<file path="config.mk">
export PLATFORM = sky130hd
export DESIGN_NAME = timer_sequencer_flat
export DESIGN_NICKNAME = d
export VERILOG_FILES = /design/src/rtl/timer_sequencer_if.sv /design/src/rtl/timer_sequencer.sv /design/src/flat_wrapper.sv
export SDC_FILE = /design/constraint.sdc
export NUM_CORES = 1
export LEC_CHECK = 0
export ABC_AREA = 1
export CAP_MARGIN = 20
export CORE_AREA = 3 3 40 42
export DETAILED_ROUTE_END_ITERATION = 16
export DIE_AREA = 0 0 43 45
export PLACE_DENSITY = 0.63
export SETUP_SLACK_MARGIN = 0.1
export SLEW_MARGIN = 40
export SYNTH_ARGS = -nofsm -noshare
export SYNTH_HDL_FRONTEND = slang
export SYNTH_SLANG_ARGS = --single-unit
</file>
<file path="constraint.sdc">
create_clock -name clk -period 1.7 [get_ports clk]
set_input_delay 0.34 -clock clk [delete_from_list [all_inputs] [get_ports clk]]
set_output_delay 0.34 -clock clk [all_outputs]
set_load 0.03 [all_outputs]
</file>
<file path="src/rtl/timer_sequencer_if.sv">
// Start/abort/busy/done handshake plus the set/done pair toward one external timer.
// The sequencer drives the master side; the controller and timer together sit on the slave side.
interface timer_sequencer_if #(
    parameter int PHASE_W = 2
);
    logic               start;
    logic               abort;
    logic               tdone;
    logic               tset;
    logic [PHASE_W-1:0] phase;
    logic               busy;
    logic               done;
    logic               err;

    modport master (
        input  start, abort, tdone,
        output tset, phase, busy, done, err
    );

    modport slave (
        output start, abort, tdone,
        input  tset, phase, busy, done, err
    );
endinterface

</file>
<file path="src/rtl/timer_sequencer.sv">
// Steps through NUM_PHASES timed phases by pulsing tset and waiting on tdone.
// Optional stall watchdog is enabled with `define TIMER_SEQUENCER_WATCHDOG_EN.
module timer_sequencer #(
    parameter int NUM_PHASES      = 4,
    parameter int PHASE_W         = 2,
    parameter int WATCHDOG_CYCLES = 1024
) (
    input  logic               clk,
    input  logic               reset_n,
    timer_sequencer_if.master  bus
);

    generate
        if (NUM_PHASES < 1 || (1 << PHASE_W) < NUM_PHASES || WATCHDOG_CYCLES < 4) begin : g_param_check
            $error("timer_sequencer: illegal parameter combination");
        end
    endgenerate

    typedef enum logic [2:0] {
        S_IDLE,
        S_ARM,
        S_WAIT,
        S_NEXT,
        S_FINISH
`ifdef TIMER_SEQUENCER_WATCHDOG_EN
        , S_FAULT
`endif
    } state_t;

    localparam logic [PHASE_W-1:0] LAST_PHASE = PHASE_W'(NUM_PHASES - 1);

    state_t             state_reg, state_next;
    logic [PHASE_W-1:0] phase_reg, phase_next;
    logic               tset_reg, tset_next;
    logic               busy_reg, busy_next;
    logic               done_reg, done_next;
    // High during the first WAIT cycle, when the timer's done flag may still be stale.
    logic               blank_reg, blank_next;

`ifdef TIMER_SEQUENCER_WATCHDOG_EN
    localparam int             WD_W    = (WATCHDOG_CYCLES > 2) ? $clog2(WATCHDOG_CYCLES) : 1;
    localparam logic [WD_W-1:0] WD_LAST = WD_W'(WATCHDOG_CYCLES - 1);

    logic [WD_W-1:0] wdog_reg, wdog_next;
    logic            err_reg, err_next;
`endif

    always_ff @(posedge clk or negedge reset_n) begin
        if (!reset_n) begin
            state_reg <= S_IDLE;
            phase_reg <= '0;
            tset_reg  <= 1'b0;
            busy_reg  <= 1'b0;
            done_reg  <= 1'b0;
            blank_reg <= 1'b0;
        end else begin
            state_reg <= state_next;
            phase_reg <= phase_next;
            tset_reg  <= tset_next;
            busy_reg  <= busy_next;
            done_reg  <= done_next;
            blank_reg <= blank_next;
        end
    end

`ifdef TIMER_SEQUENCER_WATCHDOG_EN
    always_ff @(posedge clk or negedge reset_n) begin
        if (!reset_n) begin
            wdog_reg <= '0;
            err_reg  <= 1'b0;
        end else begin
            wdog_reg <= wdog_next;
            err_reg  <= err_next;
        end
    end
`endif

    always_comb begin
        state_next = state_reg;
        phase_next = phase_reg;
        blank_next = 1'b0;

        case (state_reg)
            S_IDLE: begin
                if (bus.start) begin
                    state_next = S_ARM;
                    phase_next = '0;
                end
            end
            S_ARM: begin
                if (bus.abort) begin
                    state_next = S_IDLE;
                    phase_next = '0;
                end else begin
                    state_next = S_WAIT;
                    blank_next = 1'b1;
                end
            end
            S_WAIT: begin
                // Abort outranks both a completed interval and a watchdog expiry.
                if (bus.abort) begin
                    state_next = S_IDLE;
                    phase_next = '0;
                end else if (!blank_reg && bus.tdone) begin
                    if (phase_reg == LAST_PHASE) begin
                        state_next = S_FINISH;
                    end else begin
                        state_next = S_NEXT;
                        phase_next = phase_reg + PHASE_W'(1);
                    end
                end
`ifdef TIMER_SEQUENCER_WATCHDOG_EN
                else if (wdog_reg == WD_LAST) begin
                    state_next = S_FAULT;
                end
`endif
            end
            S_NEXT: begin
                if (bus.abort) begin
                    state_next = S_IDLE;
                    phase_next = '0;
                end else begin
                    state_next = S_ARM;
                end
            end
            S_FINISH: begin
                state_next = S_IDLE;
                if (bus.abort) begin
                    phase_next = '0;
                end
            end
`ifdef TIMER_SEQUENCER_WATCHDOG_EN
            S_FAULT: begin
                if (bus.start) begin
                    state_next = S_ARM;
                    phase_next = '0;
                end
            end
`endif
            default: begin
                state_next = S_IDLE;
                phase_next = '0;
            end
        endcase

        // Outputs are registered copies of what the next state presents.
        tset_next = (state_next == S_ARM);
        busy_next = (state_next inside {S_ARM, S_WAIT, S_NEXT, S_FINISH});
        done_next = (state_next == S_FINISH);

`ifdef TIMER_SEQUENCER_WATCHDOG_EN
        wdog_next = (state_reg == S_WAIT) ? wdog_reg + WD_W'(1) : '0;
        err_next  = (state_next == S_FAULT);
`endif
    end

    assign bus.tset  = tset_reg;
    assign bus.phase = phase_reg;
    assign bus.busy  = busy_reg;
    assign bus.done  = done_reg;
`ifdef TIMER_SEQUENCER_WATCHDOG_EN
    assign bus.err   = err_reg;
`else
    assign bus.err   = 1'b0;
`endif

endmodule

</file>
<file path="src/flat_wrapper.sv">
// flat-port wrapper written by rule: the top's interface ports become plain ports
module timer_sequencer_flat 
#(
    parameter int NUM_PHASES      = 4,
    parameter int PHASE_W         = 2,
    parameter int WATCHDOG_CYCLES = 1024
)
  (clk, reset_n, bus_start, bus_abort, bus_tdone, bus_tset, bus_phase, bus_busy, bus_done, bus_err);
  timer_sequencer_if #(.PHASE_W(PHASE_W)) bus_i ();
  input  logic clk;
  input  logic reset_n;
  input wire logic [$bits(bus_i.start)-1:0] bus_start;
  input wire logic [$bits(bus_i.abort)-1:0] bus_abort;
  input wire logic [$bits(bus_i.tdone)-1:0] bus_tdone;
  output wire logic [$bits(bus_i.tset)-1:0] bus_tset;
  output wire logic [$bits(bus_i.phase)-1:0] bus_phase;
  output wire logic [$bits(bus_i.busy)-1:0] bus_busy;
  output wire logic [$bits(bus_i.done)-1:0] bus_done;
  output wire logic [$bits(bus_i.err)-1:0] bus_err;
  assign bus_i.start = bus_start;
  assign bus_i.abort = bus_abort;
  assign bus_i.tdone = bus_tdone;
  assign bus_tset = bus_i.tset;
  assign bus_phase = bus_i.phase;
  assign bus_busy = bus_i.busy;
  assign bus_done = bus_i.done;
  assign bus_err = bus_i.err;
  timer_sequencer #(.NUM_PHASES(NUM_PHASES), .PHASE_W(PHASE_W), .WATCHDOG_CYCLES(WATCHDOG_CYCLES)) u_core (.clk(clk), .reset_n(reset_n), .bus(bus_i));
endmodule
</file>
# Word level (Yosys, flattened, before mapping)
# Cells that the tools add are included.
# classes
n_eq_ne	13
n_lt_le_gt_ge	0
n_bitwise	0
n_addsub	1
n_reduce_logical	6
mux	15
div_mod_pow	0
n_mul	0
shifts	0
# ops
op	n
3-bit by 2-bit == test with 1-bit output (second input constant)	4
2-bit two-way mux	6
3-bit two-way mux	4
3-bit one-hot mux with 4 select lines	1
3-bit by 1-bit == test with 1-bit output (second input constant)	2
3-bit == test (second input constant)	2
2-bit one-hot mux with 3 select lines	1
4-bit AND reduction	1
4-bit nonzero test	1
3-bit zero test	1
1-bit two-way mux	3
3-bit by 2-bit != test with 1-bit output (second input constant)	1
3-bit != test (second input constant)	1
3-bit OR reduction	1
2-bit by 1-bit adder with 2-bit output (second input constant)	1
2-bit == test (second input constant)	1
2-bit by 1-bit != test with 1-bit output (second input constant)	1
2-bit != test (second input constant)	1
1-bit logical AND	1
1-bit zero test	1
# totals
output_inout_bits	6
mem_count	0
word_cells	41
latchBits	0
romBits	0
regBits	9
inputBits	5
mem_bits_rw	0

# Depth between registers and ports, before layout
# Gate-level depths: netlist of run 1.
# logic_depth
word_depth	7
depth_mapped	8
mapped_depth_nobuf	8

# Worst setup path before layout of run 1
# Ideal clock, no wire load.
# synth_timing
path_type	register -> register
startpoint	register u_core.phase_reg[0] (netlist: u_core.bus.phase[0])
endpoint	register u_core.busy_reg (netlist: u_core.bus.busy)
setup_ps	126
t_arrival_ps	1183
period_less_slack_ps	1309
n_path_buf	0
slack_ps	391
required_ps	1574
path_stages_with_launch	6
cell_sequence	dfrtp_1 > ha_1 > nand3b_1 > nand2_1 > a21oi_2 > nand3_2
# synth_via
elab_chain_len	7
elab_cells_between_ends	10
# synth_lines
item	line_no	source
start, declared	timer_sequencer.sv:33	logic [PHASE_W-1:0] phase_reg, phase_next;
start signal, assigned	timer_sequencer.sv:58	phase_reg <= phase_next;
2-bit == test *	timer_sequencer.sv:105	if (phase_reg == LAST_PHASE) begin
3-bit two-way mux *	timer_sequencer.sv:105	
3-bit two-way mux *	timer_sequencer.sv:104	end else if (!blank_reg && bus.tdone) begin
3-bit two-way mux *	timer_sequencer.sv:101	if (bus.abort) begin
3-bit one-hot mux with 4 select lines *	timer_sequencer.sv:83	case (state_reg)
3-bit by 1-bit == test with 1-bit output, or another cell as far along	timer_sequencer.sv:148	busy_next = (state_next inside {S_ARM, S_WAIT, S_NEXT, S_FINISH});
4-bit nonzero test *	timer_sequencer.sv:148	
net u_core.busy_next	timer_sequencer.sv:35	logic busy_reg, busy_next;
end signal, assigned	timer_sequencer.sv:60	busy_reg <= busy_next;
end, declared	timer_sequencer.sv:35	
# The timed path passes the listed nets; every way through them passes the cells marked *.
# A chain may end at the register's enable or synchronous reset.

# Final worst setup path of run 1
# layout_timing
startpoint	register u_core.phase_reg[0] (netlist: u_core.bus.phase[0])
endpoint	output port bus_phase[0]
# layout_lines
item	line_no	source
end, declared	flat_wrapper.sv:16	output wire logic [$bits(bus_i.phase)-1:0] bus_phase;
# No word-level cell between the ends.

==> impl_metrics.yaml, run 1 <==
sta:
  fin_skew_ns: 0.00302
  hold_viol: 0
  period_share: 0.819
  setup_slack_ns: 0.308
  rsz0062_at_grt: "false"
  max_freq_ghz: 0.718
  final.setup.tns_ns: 0
  setup_viol: 0
  slew_violations: 0
  timing.hold.ws_ns: 0.370
  layout_min_cycle_time_ns: 1.39
route:
  routedWlPerCell_um: 9.44
  drt-initial-drc-count: 7
  drc: 0
  first_pass_iters: 5
  wl_um: 802
  vias: 360
  detail-route-antenna-nets: 0
  drt-vias-per-instance: 4.24
setup_path:
  critPathCaptureType: "output pin"
  worstPathMaxFanout: 4
  critPathSlowestCell: "dlygate4sd2_1"
  required_ns: 1.36
  critPathTopFamily: "buffers and inverters"
  arrival_ns: 1.05
  crit_path_start_kind: "register"
  crit_type: "register to output pin"
  path_cells: "dlygate4sd2_1"
  slowest_delay_ns: 0.41
  critPathBufInv: 1
clock_network:
  cts_tree: "done"
  clk_pin_slew_ns: 0.06
  h-tree-depth: 1
  postCtsHoldBufs: 0
  cts_setup_buffers: 0
  insertion_delay_ns: 0.26
  clk_path_buf_depth: 2
  cts_made_buffers: 3
  ctsRootBufferMaster: "clkbuf_4"
  clkSinkCount: 9
  ctsResizeCount: 3
floorplanning:
  io_pins: 11
  die_x_um: 43
  start_util: 0.376
  rows: 13
  die_y_um: 45
  core_um2: 1280
  die-area_um2: 1940
power_and_ir_drop:
  intPower_mw: 0.488
  power_density_nw_per_um2: 1360
  clkPwrFrac: 0.191
  p_switching_mw: 0.349
  p_seq_frac: 0.364
  switching_share: 0.417
  p_leak_nw: 0.387
  pwr-share-comb: 0.445
  peakVddDrop_mv: 0.610
  power.total_mw: 0.836
yosys:
  ys_warn_count: 0
  synth-edff-count: 0
  synth_cells: 58
  synthDistinctLibCells: 14
  ys_seq_elements: 9
  yosysSeqAreaShare: 0.466
  yosysTopAreaCell: "dfrtp_1"
  synth_area_um2: 483
  postSynthAreaPerCell_um2: 8.33
  synth_nets: 64
  yosysTopAreaCellShare: 0.466
  synth_common_cells: "nand2_1 (14), dfrtp_1 (9), inv_1 (7)"
  ys.flop_type: "dfrtp_1"
  synthArstFlopShare: 1.00
  synthTopCellsByArea: "dfrtp_1 (47%), nand2_1 (11%), nand2_2 (6.5%)"
  yosysMostFrequentCell: "nand2_1"
flow_run:
  maxCapViolations: 0
worst_hold_path:
  min_path_type: "input pin to async pin"
global_routing:
  grt_pass1_wl_um: 1460
  first_global_vias: 335
  grt_start_max_net_pins: 10
  grt_usage: 0.103
  grt-ovfl-total: 0
  antenna_found_initial: 0
placement:
  post_dp_cell_area_um2: 584
  post-dp-hpwl_um: 667
  port_buffers: 9
  placed_cells: 81
  gp_congestion: 0.718
  pre_cts_ws_ns: 0.238
final_layout:
  fin_cells: 85
  drive_gt1_frac: 0.243
  areaGrowthSynthToFinish_pct: 26.9
  final_util: 0.477
  largest_reg_flops: 3
  n_antenna_cell: 0
  final_cell_area_um2: 613
  final_nets: 77
run_status:
  status: "complete, no violations"
[per-layer routing]
metal / global-route usage / routed length (µm) / share of wire
met5: 0 / 0 / 0
met3: 0.0279 / 17 / 0.021
met4: 0.0904 / 0 / 0
met2: 0.147 / 405 / 0.50
met1: 0.129 / 378 / 0.47
[power by group through the flow]
stage          registers [mW]  clock network (mW)  logic, mW
5_1_grt                 0.316               0.186      0.413
2_1_floorplan           0.366                   0      0.224
3_5_place_dp            0.312                   0      0.392
6_report                0.305               0.160      0.372
3_3_place_gp            0.310                   0      0.389
4_1_cts                 0.307               0.171      0.380
[final timing paths]
path / startpoint / end / slack, ns / cells past startpoint
max in group asynchronous: reset_n / u_core.bus.phase[1] / 1.05 / 1
min reg2reg: u_core.bus.phase[1] / u_core.bus.phase[1] / 0.51 / 2
max: u_core.bus.phase[0] / bus_phase[0] / 0.31 / 1
max reg2reg: u_core.bus.phase[0] / u_core.bus.phase[0] / 0.48 / 6
min: reset_n / u_core.blank_reg / 0.37 / 1
min in group clk: u_core.bus.phase[1] / u_core.bus.phase[1] / 0.51 / 2
[cell families after synthesis]
family,Yosys count,synth area share
adders and majority gates,1,0.0259
other,1,0.00776
DFF,9,0.466
and+or+nand+nor,34,0.381
buffers and inverters,12,0.101
AOI/OAI and AO/OA,1,0.0181
[cells in the final DEF (no fill, tap or decap), types with 2 or more instances in the layout]
| cell | synthesis | layout |
|---|---|---|
| dlymetal6s2s_1 | 0 | 2 |
| nor2_1 | 6 | 6 |
| clkdlybuf4s50_1 | 0 | 4 |
| nand3_2 | 2 | 2 |
| nand2_1 | 14 | 14 |
| nand2_2 | 5 | 5 |
| inv_1 | 7 | 7 |
| clkbuf_4 | 0 | 3 |
| dlygate4sd2_1 | 0 | 3 |
| dfrtp_1 | 9 | 9 |
| nand3_1 | 3 | 3 |
| nand3b_1 | 3 | 3 |
| inv_2 | 4 | 4 |
[final cells by class]
class,instances,area [µm²]
multi-input combinational,37,209
clock inverter,1,5.00
clock buffer,3,22.5
tap,15,18.8
sequential,9,225
timing repair buffer,9,91.3
fill,138,672
inverter,11,41.3
Power figures use the tool's default switching activity.
==> run 2, diff against run 1 <==
Clock period 1.7 ns to 1.3 ns, I/O delays scaled along.
==> run 2 against run 1 <==
Global-route usage up 0.45 points; sequential cell count did not move; final cell count is 2.4% higher.
==> impl_metrics.yaml, run 2 (same netlist as run 1, synthesis figures left out) <==
placement:
  placed_cells: 82
  port_buffers: 9
  post_dp_cell_area_um2: 602
  gp_congestion: 0.751
  post-dp-hpwl_um: 683
final_layout:
  layout_common_cells: "nand2_1 (14), inv_1 (7), dfrtp_1 (7), nor2_1 (6), nand2_2 (5)"
  final_nets: 79
  final_util: 0.494
  fin_cells: 87
  drive_gt1_frac: 0.375
  areaGrowthSynthToFinish_pct: 31.3
  largest_reg_flops: 3
  n_antenna_cell: 0
  final_common_cell: "nand2_1"
  final_cell_area_um2: 634
sta:
  layout_min_cycle_time_ns: 1.16
  hold_viol: 0
  setup_viol: 0
  fin_skew_ns: 0.00126
  max_freq_ghz: 0.861
  rsz0062_at_grt: "true"
  period_share: 0.893
  timing.hold.ws_ns: 0.287
  slew_violations: 0
floorplanning:
  die_y_um: 45
  die_x_um: 43
  die-area_um2: 1940
  core_um2: 1280
  rows: 13
  start_util: 0.376
  io_pins: 11
setup_path:
  crit_path_start_kind: "register"
  crit_type: "register to output pin"
  slowest_delay_ns: 0.36
  worstPathMaxFanout: 1
  critPathCaptureType: "output pin"
  critPathTopFamily: "flip-flops"
  critPathSlowestCell: "dfrtp_1"
  critPathBufInv: 1
  path_cells: "clkdlybuf4s15_2"
  required_ns: 1.04
  arrival_ns: 0.90
clock_network:
  h-tree-depth: 1
  ctsRootBufferMaster: "clkbuf_4"
  clkSinkCount: 9
  cts_tree: "done"
  insertion_delay_ns: 0.26
  clk_pin_slew_ns: 0.06
  clk_path_buf_depth: 2
  postCtsHoldBufs: 0
  cts_made_buffers: 3
power_and_ir_drop:
  peakVddDrop_mv: 0.841
  power_density_nw_per_um2: 1790
  power.total_mw: 1.13
  p_leak_nw: 0.354
worst_hold_path:
  min_path_type: "input pin to async pin"
route:
  vias: 388
  drc: 0
  wl_um: 848
  drt-initial-drc-count: 4
  routedWlPerCell_um: 9.75
  drt-vias-per-instance: 4.46
  detail-route-antenna-nets: 0
  first_pass_iters: 4
global_routing:
  grt_start_max_net_pins: 10
  grt-ovfl-total: 0
  antenna_found_initial: 0
  grt_usage: 0.108
  grt_pass1_wl_um: 1470
  first_global_vias: 369
flow_run:
  maxCapViolations: 0
run_status:
  status: "complete, no violations"
-- run 2: changes by cell type in the layout (fill, tap and decap cells not counted), sizes merged --
| cell | delta |
|---|---|
| buf | +5 |
| clkdlybuf4s15 | +2 |
| dlygate4sd2 | -3 |
| dlymetal6s2s | -2 |
-- run 2: final cells by class --
| cell class | instances | area (µm²) |
|---|---|---|
| repair buffers | 11 | 97.6 |
| clock buffers | 3 | 22.5 |
| flip-flops and latches | 9 | 228 |
| clock inverters | 1 | 5.00 |
| well taps | 15 | 18.8 |
| fillers | 130 | 651 |
| multi-input cells | 37 | 221 |
| inverters | 11 | 41.3 |
-- run 2: metal layers --
| layer | global-route usage | share of wire |
|---|---|---|
| met1 | 0.140 | 0.49 |
| met3 | 0.0239 | 0.032 |
| met2 | 0.153 | 0.45 |
| met4 | 0.0904 | 0.027 |
| met5 | 0 | 0 |
-- run 2: worst paths after layout --
check / start / endpoint / slack, ns / cells past startpoint
worst max-delay path: u_core.bus.done / bus_done / 0.14 / 1
worst min-delay path: reset_n / u_core.blank_reg / 0.29 / 1
worst max register to register: u_core.bus.phase[0] / u_core.bus.phase[1] / 0.15 / 6
worst min register to register: u_core.bus.phase[1] / u_core.bus.phase[1] / 0.53 / 2
max in group asynchronous: reset_n / u_core.bus.phase[0] / 0.71 / 1
min in group clk: u_core.bus.phase[1] / u_core.bus.phase[1] / 0.53 / 2
-- run 2: stage by stage --
step	setup slack [ns]	setup TNS, ns
5_1_grt	0.0543	0
4_1_cts	0.114	0
3_5_place_dp	-0.0701	-0.305
2_1_floorplan	0.100	0
3_3_place_gp	-0.0621	-0.218
6_report	0.139	0
-- run 2: power by group --
| part | total [mW] | internal, mW | switching (mW) |
|---|---|---|---|
| logic | 0.505 | 0.184 | 0.321 |
| registers | 0.411 | 0.358 | 0.0533 |
| clock network | 0.217 | 0.114 | 0.103 |
-- run 2: what timing repair did --
| item | CTS | global route |
|---|---|---|
| buffers inserted | 0 | 1 |
| endpoints found under the setup margin | 3 | 5 |
| pin swaps | 0 | 3 |
| gates resized for setup | 9 | 2 |
